## src/rtl/dmem_port_arbiter.sv

```systemverilog
// Data-memory port arbiter between the pipeline MEM stage and a DMA/loader requester.
// Optional statistics counters are built when DMEM_ARB_STATS_EN is defined.
module dmem_port_arbiter #(
  parameter int MAX_BURST  = 16,
  parameter int STARVE_LIM = 8
) (
  input  logic        clk,
  input  logic        reset,
  input  logic        cpu_mem_read,
  input  logic        cpu_mem_write,
  input  logic [31:0] cpu_addr,
  input  logic [31:0] cpu_wdata,
  output logic [31:0] cpu_rdata,
  output logic        cpu_stall,
  input  logic        dma_req,
  input  logic        dma_we,
  input  logic [31:0] dma_addr,
  input  logic [31:0] dma_wdata,
  output logic        dma_gnt,
  output logic [31:0] dma_rdata,
  output logic        dma_rvalid,
  output logic [31:0] mem_addr,
  output logic [31:0] mem_wdata,
  output logic        mem_we,
  output logic        mem_re,
  input  logic [31:0] mem_rdata,
  output logic [31:0] stat_stall_cycles,
  output logic [31:0] stat_dma_beats
);

  typedef enum logic [1:0] {IDLE, DMA_OWN, YIELD} state_e;

  localparam logic [7:0] MAX_BURST_C  = 8'(MAX_BURST);
  localparam logic [7:0] STARVE_LIM_C = 8'(STARVE_LIM);

  state_e      state_q, state_d;
  logic [7:0]  beat_cnt_q, beat_cnt_d;
  logic [7:0]  starve_cnt_q, starve_cnt_d;
  logic        dma_rvalid_q;
  logic [31:0] dma_rdata_q;

  logic cpu_req;
  logic starve_hit;
  logic dma_sel;
  logic cpu_sel;
  logic stall_raw;

  assign cpu_req    = cpu_mem_read | cpu_mem_write;
  assign starve_hit = dma_req && (starve_cnt_q == STARVE_LIM_C);

  // Ownership depends only on state and requests, so cpu_stall never sees mem_rdata.
  always_comb begin
    state_d    = state_q;
    beat_cnt_d = beat_cnt_q;
    dma_sel    = 1'b0;
    cpu_sel    = 1'b0;
    stall_raw  = 1'b0;
    case (state_q)
      DMA_OWN: begin
        if (dma_req) begin
          dma_sel    = 1'b1;
          stall_raw  = cpu_req;
          beat_cnt_d = beat_cnt_q + 8'd1;
          if ((beat_cnt_q + 8'd1) == MAX_BURST_C) state_d = YIELD;
        end else begin
          cpu_sel    = cpu_req;
          state_d    = IDLE;
          beat_cnt_d = 8'd0;
        end
      end
      YIELD: begin
        cpu_sel    = cpu_req;
        state_d    = IDLE;
        beat_cnt_d = 8'd0;
      end
      default: begin
        // A starved beat is a one-off grant and does not open a burst.
        if (starve_hit) begin
          dma_sel   = 1'b1;
          stall_raw = cpu_req;
        end else if (cpu_req) begin
          cpu_sel = 1'b1;
        end else if (dma_req) begin
          dma_sel    = 1'b1;
          state_d    = DMA_OWN;
          beat_cnt_d = 8'd1;
        end
      end
    endcase
  end

  always_comb begin
    mem_addr  = dma_sel ? dma_addr  : cpu_addr;
    mem_wdata = dma_sel ? dma_wdata : cpu_wdata;
    mem_we    = ~reset & (dma_sel ? dma_we  : (cpu_sel & cpu_mem_write));
    mem_re    = ~reset & (dma_sel ? ~dma_we : (cpu_sel & cpu_mem_read & ~cpu_mem_write));
    dma_gnt   = ~reset & dma_sel;
    cpu_stall = ~reset & stall_raw;
  end

  always_comb begin
    starve_cnt_d = 8'd0;
    if (dma_req && !dma_gnt)
      starve_cnt_d = (starve_cnt_q == STARVE_LIM_C) ? starve_cnt_q : starve_cnt_q + 8'd1;
  end

  always_ff @(posedge clk) begin
    if (reset) begin
      state_q      <= IDLE;
      beat_cnt_q   <= 8'd0;
      starve_cnt_q <= 8'd0;
      dma_rvalid_q <= 1'b0;
      dma_rdata_q  <= 32'd0;
    end else begin
      state_q      <= state_d;
      beat_cnt_q   <= beat_cnt_d;
      starve_cnt_q <= starve_cnt_d;
      dma_rvalid_q <= dma_gnt & ~dma_we;
      if (dma_gnt && !dma_we) dma_rdata_q <= mem_rdata;
    end
  end

  assign cpu_rdata  = mem_rdata;
  assign dma_rdata  = dma_rdata_q;
  assign dma_rvalid = dma_rvalid_q;

`ifdef DMEM_ARB_STATS_EN
  logic [31:0] stat_stall_q, stat_beats_q;

  always_ff @(posedge clk) begin
    if (reset) begin
      stat_stall_q <= 32'd0;
      stat_beats_q <= 32'd0;
    end else begin
      if (cpu_stall) stat_stall_q <= stat_stall_q + 32'd1;
      if (dma_gnt)   stat_beats_q <= stat_beats_q + 32'd1;
    end
  end

  assign stat_stall_cycles = stat_stall_q;
  assign stat_dma_beats    = stat_beats_q;
`else
  assign stat_stall_cycles = 32'd0;
  assign stat_dma_beats    = 32'd0;
`endif

endmodule
```

## config.mk

```make
export PLATFORM = sky130hd
export DESIGN_NAME = dmem_port_arbiter
export DESIGN_NICKNAME = d
export VERILOG_FILES = /design/src/rtl/dmem_port_arbiter.sv
export SDC_FILE = /design/constraint.sdc
export NUM_CORES = 1
export LEC_CHECK = 0
export BUFFER_PORTS_ARGS = -buffer_cell sky130_fd_sc_hd__buf_2
export CAP_MARGIN = 20
export CORE_AREA = 2 2 142 144
export DETAILED_ROUTE_END_ITERATION = 10
export DIE_AREA = 0 0 144 146
export GPL_TIMING_DRIVEN = 0
export HOLD_SLACK_MARGIN = 0.05
export PLACE_DENSITY_LB_ADDON = 0.05
export REMOVE_ABC_BUFFERS = 1
export SKIP_CTS_REPAIR_TIMING = 1
export SLEW_MARGIN = 20
export SYNTH_ARGS = -nofsm -noshare
export SYNTH_HDL_FRONTEND = slang
export SYNTH_SLANG_ARGS = --single-unit
```

## constraint.sdc

```tcl
create_clock -name clk -period 3.5 [get_ports clk]
set_input_delay 0.7 -clock clk [delete_from_list [all_inputs] [get_ports clk]]
set_output_delay 0.7 -clock clk [all_outputs]
set_load 0.05 [all_outputs]
```

==> run metrics <==
Port Buf Inserts=298; unrepaired setup endpoints after global routing=no; Final nets=848; top cell family by delay on the critical path=buffers and inverters; power density over the cells=552.9 nW/um^2; Max-slew headroom=35.10%; largest net degree at the start of global routing=49; Pins Over Slew Limit=0; Clock Tree Buf Depth=2; power share of the combinational group=58.7%; Post-DP Area=5114 um^2; internal power=0.001466 W; routability cong.=0.8265; count of cell types in the netlist=48; Largest stage delay, worst path=0.37 ns; critical path data arrival time=2.62 ns; worst path cell trace=inv_1 -> ha_1 -> nor4b_4 -> and2_2 -> o21ai_4 -> buf_12 -> buf_16 -> buf_16 -> mux2_2 -> buf_2; drt pass-1 iters=4; Setup Viol. Count Final=0; maxcap violations=0; minimum clock period after layout=3.324 ns; fin crit share=94.98%; Post-Syn Area=3771 um^2; actual slew at the worst max-slew pin=0.9735 ns; most frequent cells in the layout=buf_2 (298), mux2_2 (64), conb_1 (64); Final TNS setup=0 ns; clock root buffer=clkbuf_16; Seq pwr share=21.9%; Final Total Pwr=0.002955 W; Worst path slowest cell=dfxtp_1; synth warn=0; cell mode on critical path=buf_16; row cnt=51; initial antenna violation count=3; chip width=144 um; design area=5344 um^2; vias in the first global route=3469; leakage=2.619 nW; Syn Area/Cell=9.153 um^2; Initial Utilization=19.50%; Critical Path RT=2.80 ns; most common cell after layout, fill and taps aside=buf_2; hold violation count in the final report=0; Clock power frac=19.3%; TritonCTS clock tree=built; Setup CP Type=register to primary output; status=completed; Die Span Y=146 um; synthesized flop and latch total=51; grt ovf=0; switch share=50.37%; HPWL Detailed=11490 um; Primary FF master, synth=dfxtp_1; Core Util, Final=27.64%; Core Region=19330 um^2; critical-path maximum fanout=25; CTS Buf Count=5; CP bufs+invs=5; Async SR Flop Fraction=0%; Post-Synthesis Cells=412; clk_lat worst skew=0.29 ns; Max VDD drop=0.0002073 V; clock-pin transition on the worst setup and hold timing paths=0.07 ns; Layout Area Growth over Synthesis=41.71%; I/O Pins=363; H-tree depth=2; Worst Setup End Kind=primary output; drt drc=0; vias per cell=3.753; register area share after synthesis=27.07%; area of the die=21020 um^2; Routed WL=13610 um; Worst Skew=0.006503 ns; Max Freq=300.8 MHz; Routed Antenna Nets=0; Wirelength per Cell=14.42 um; NetSw=0.001488 W; first-pass GRT wire length=19710 um; overall routing resource usage=12.03%; share of cells above drive strength 1=57.67%; count of flip-flops with a built-in enable after synthesis=0; Initial DRC Count=51; total number of vias=3543; HP Class=register to register; startpoint type of the worst setup path=register; Sink Count=51
[worst min-delay path: cells and delay by family (launching register included)]
| family | cells | cell delay, ns |
|---|---|---|
| muxes | 1 | 0.06 |
| DFF | 1 | 0.32 |
| and+or+nand+nor | 1 | 0.07 |
[power groups by stage]
stage                     registers [W]  logic, W  clock network [W]
after detailed placement       0.000662   0.00171                  0
final                          0.000648   0.00174           0.000571
after global routing           0.000654   0.00183           0.000621
after CTS                      0.000648   0.00171           0.000594
after floorplan                0.000758   0.00112                  0
after global placement         0.000661   0.00168                  0
[per-layer routing]
metal | global-route usage (%) | vias to the layer above | share of wire (%)
met5 | 0 | - | 0.095
met4 | 2.206 | 2 | 0.72
met3 | 4.771 | 8 | 11
met2 | 22.12 | 210 | 50
met1 | 12.99 | 1536 | 38
li1 | - | 1787 | -
[area by class of cell]
type	count	area (um^2)
Antenna cell	1	2.502
Multi-Input combinational cell	306	2171
Clock buffer	5	125.1
Timing Repair Buffer	307	1627
Inverter	6	22.52
Clock inverter	3	43.79
Fill cell	2165	13990
Tap cell	265	331.6
Sequential cell	51	1021
[cells in the mapped netlist (all sizes together), types with 3 or more instances]
master	count	share of area (%)
buf	107	21
mux2	64	19
dfxtp	51	27
nor2	50	5.0
mux2i	32	8.5
nand2	11	1.2
o21ai	10	1.4
nand3	9	1.2
a21oi	6	0.80
clkbuf	6	0.60
inv	6	0.60
nor3	6	0.93
ha	5	1.7
xnor2	5	1.2
o21a	4	0.80
and2	3	0.50
nand2b	3	0.50
nand3b	3	0.60
[flip-flops by register name, summed over array words and instances (netlist names)]
name	flops
dma_rvalid	1
beat_cnt_q	8
dma_rdata	32
starve_cnt_q	8
state_q	2
[through the flow]
stage	std cells	hold WS, ns	setup WS, ns
after floorplan	362	0.4615	-1.150
after global placement	925	0.4704	-1.604
after detailed placement	930	0.4783	-0.07742
after CTS	938	0.4966	-0.4272
after global routing	944	0.5171	0.002653
final	944	0.4881	0.1759
[path summary, 6_finish.rpt]
kind	startpoint	end	slack, ns	cells past startpoint
worst max-delay path	starve_cnt_q[0]	mem_addr[31]	0.18	10
worst min-delay path	dma_rdata[25]	dma_rdata[25]	0.49	2
worst max register to register	starve_cnt_q[0]	dma_rdata[24]	1.17	9
worst min register to register	dma_rdata[25]	dma_rdata[25]	0.49	2
[kinds of logic after synthesis]
kind of cell	count (synthesis)	share of synthesized area [%]
buffers and inverters	119	22.26
other	1	0.09944
DFF	51	27.07
muxes	96	27.60
adders and majority gates	5	1.659
xor gates and xnor gates	7	1.626
AOI/OAI and AO/OA	34	6.868
and+or+nand+nor	99	12.81
(Power assumes the default switching activity.)
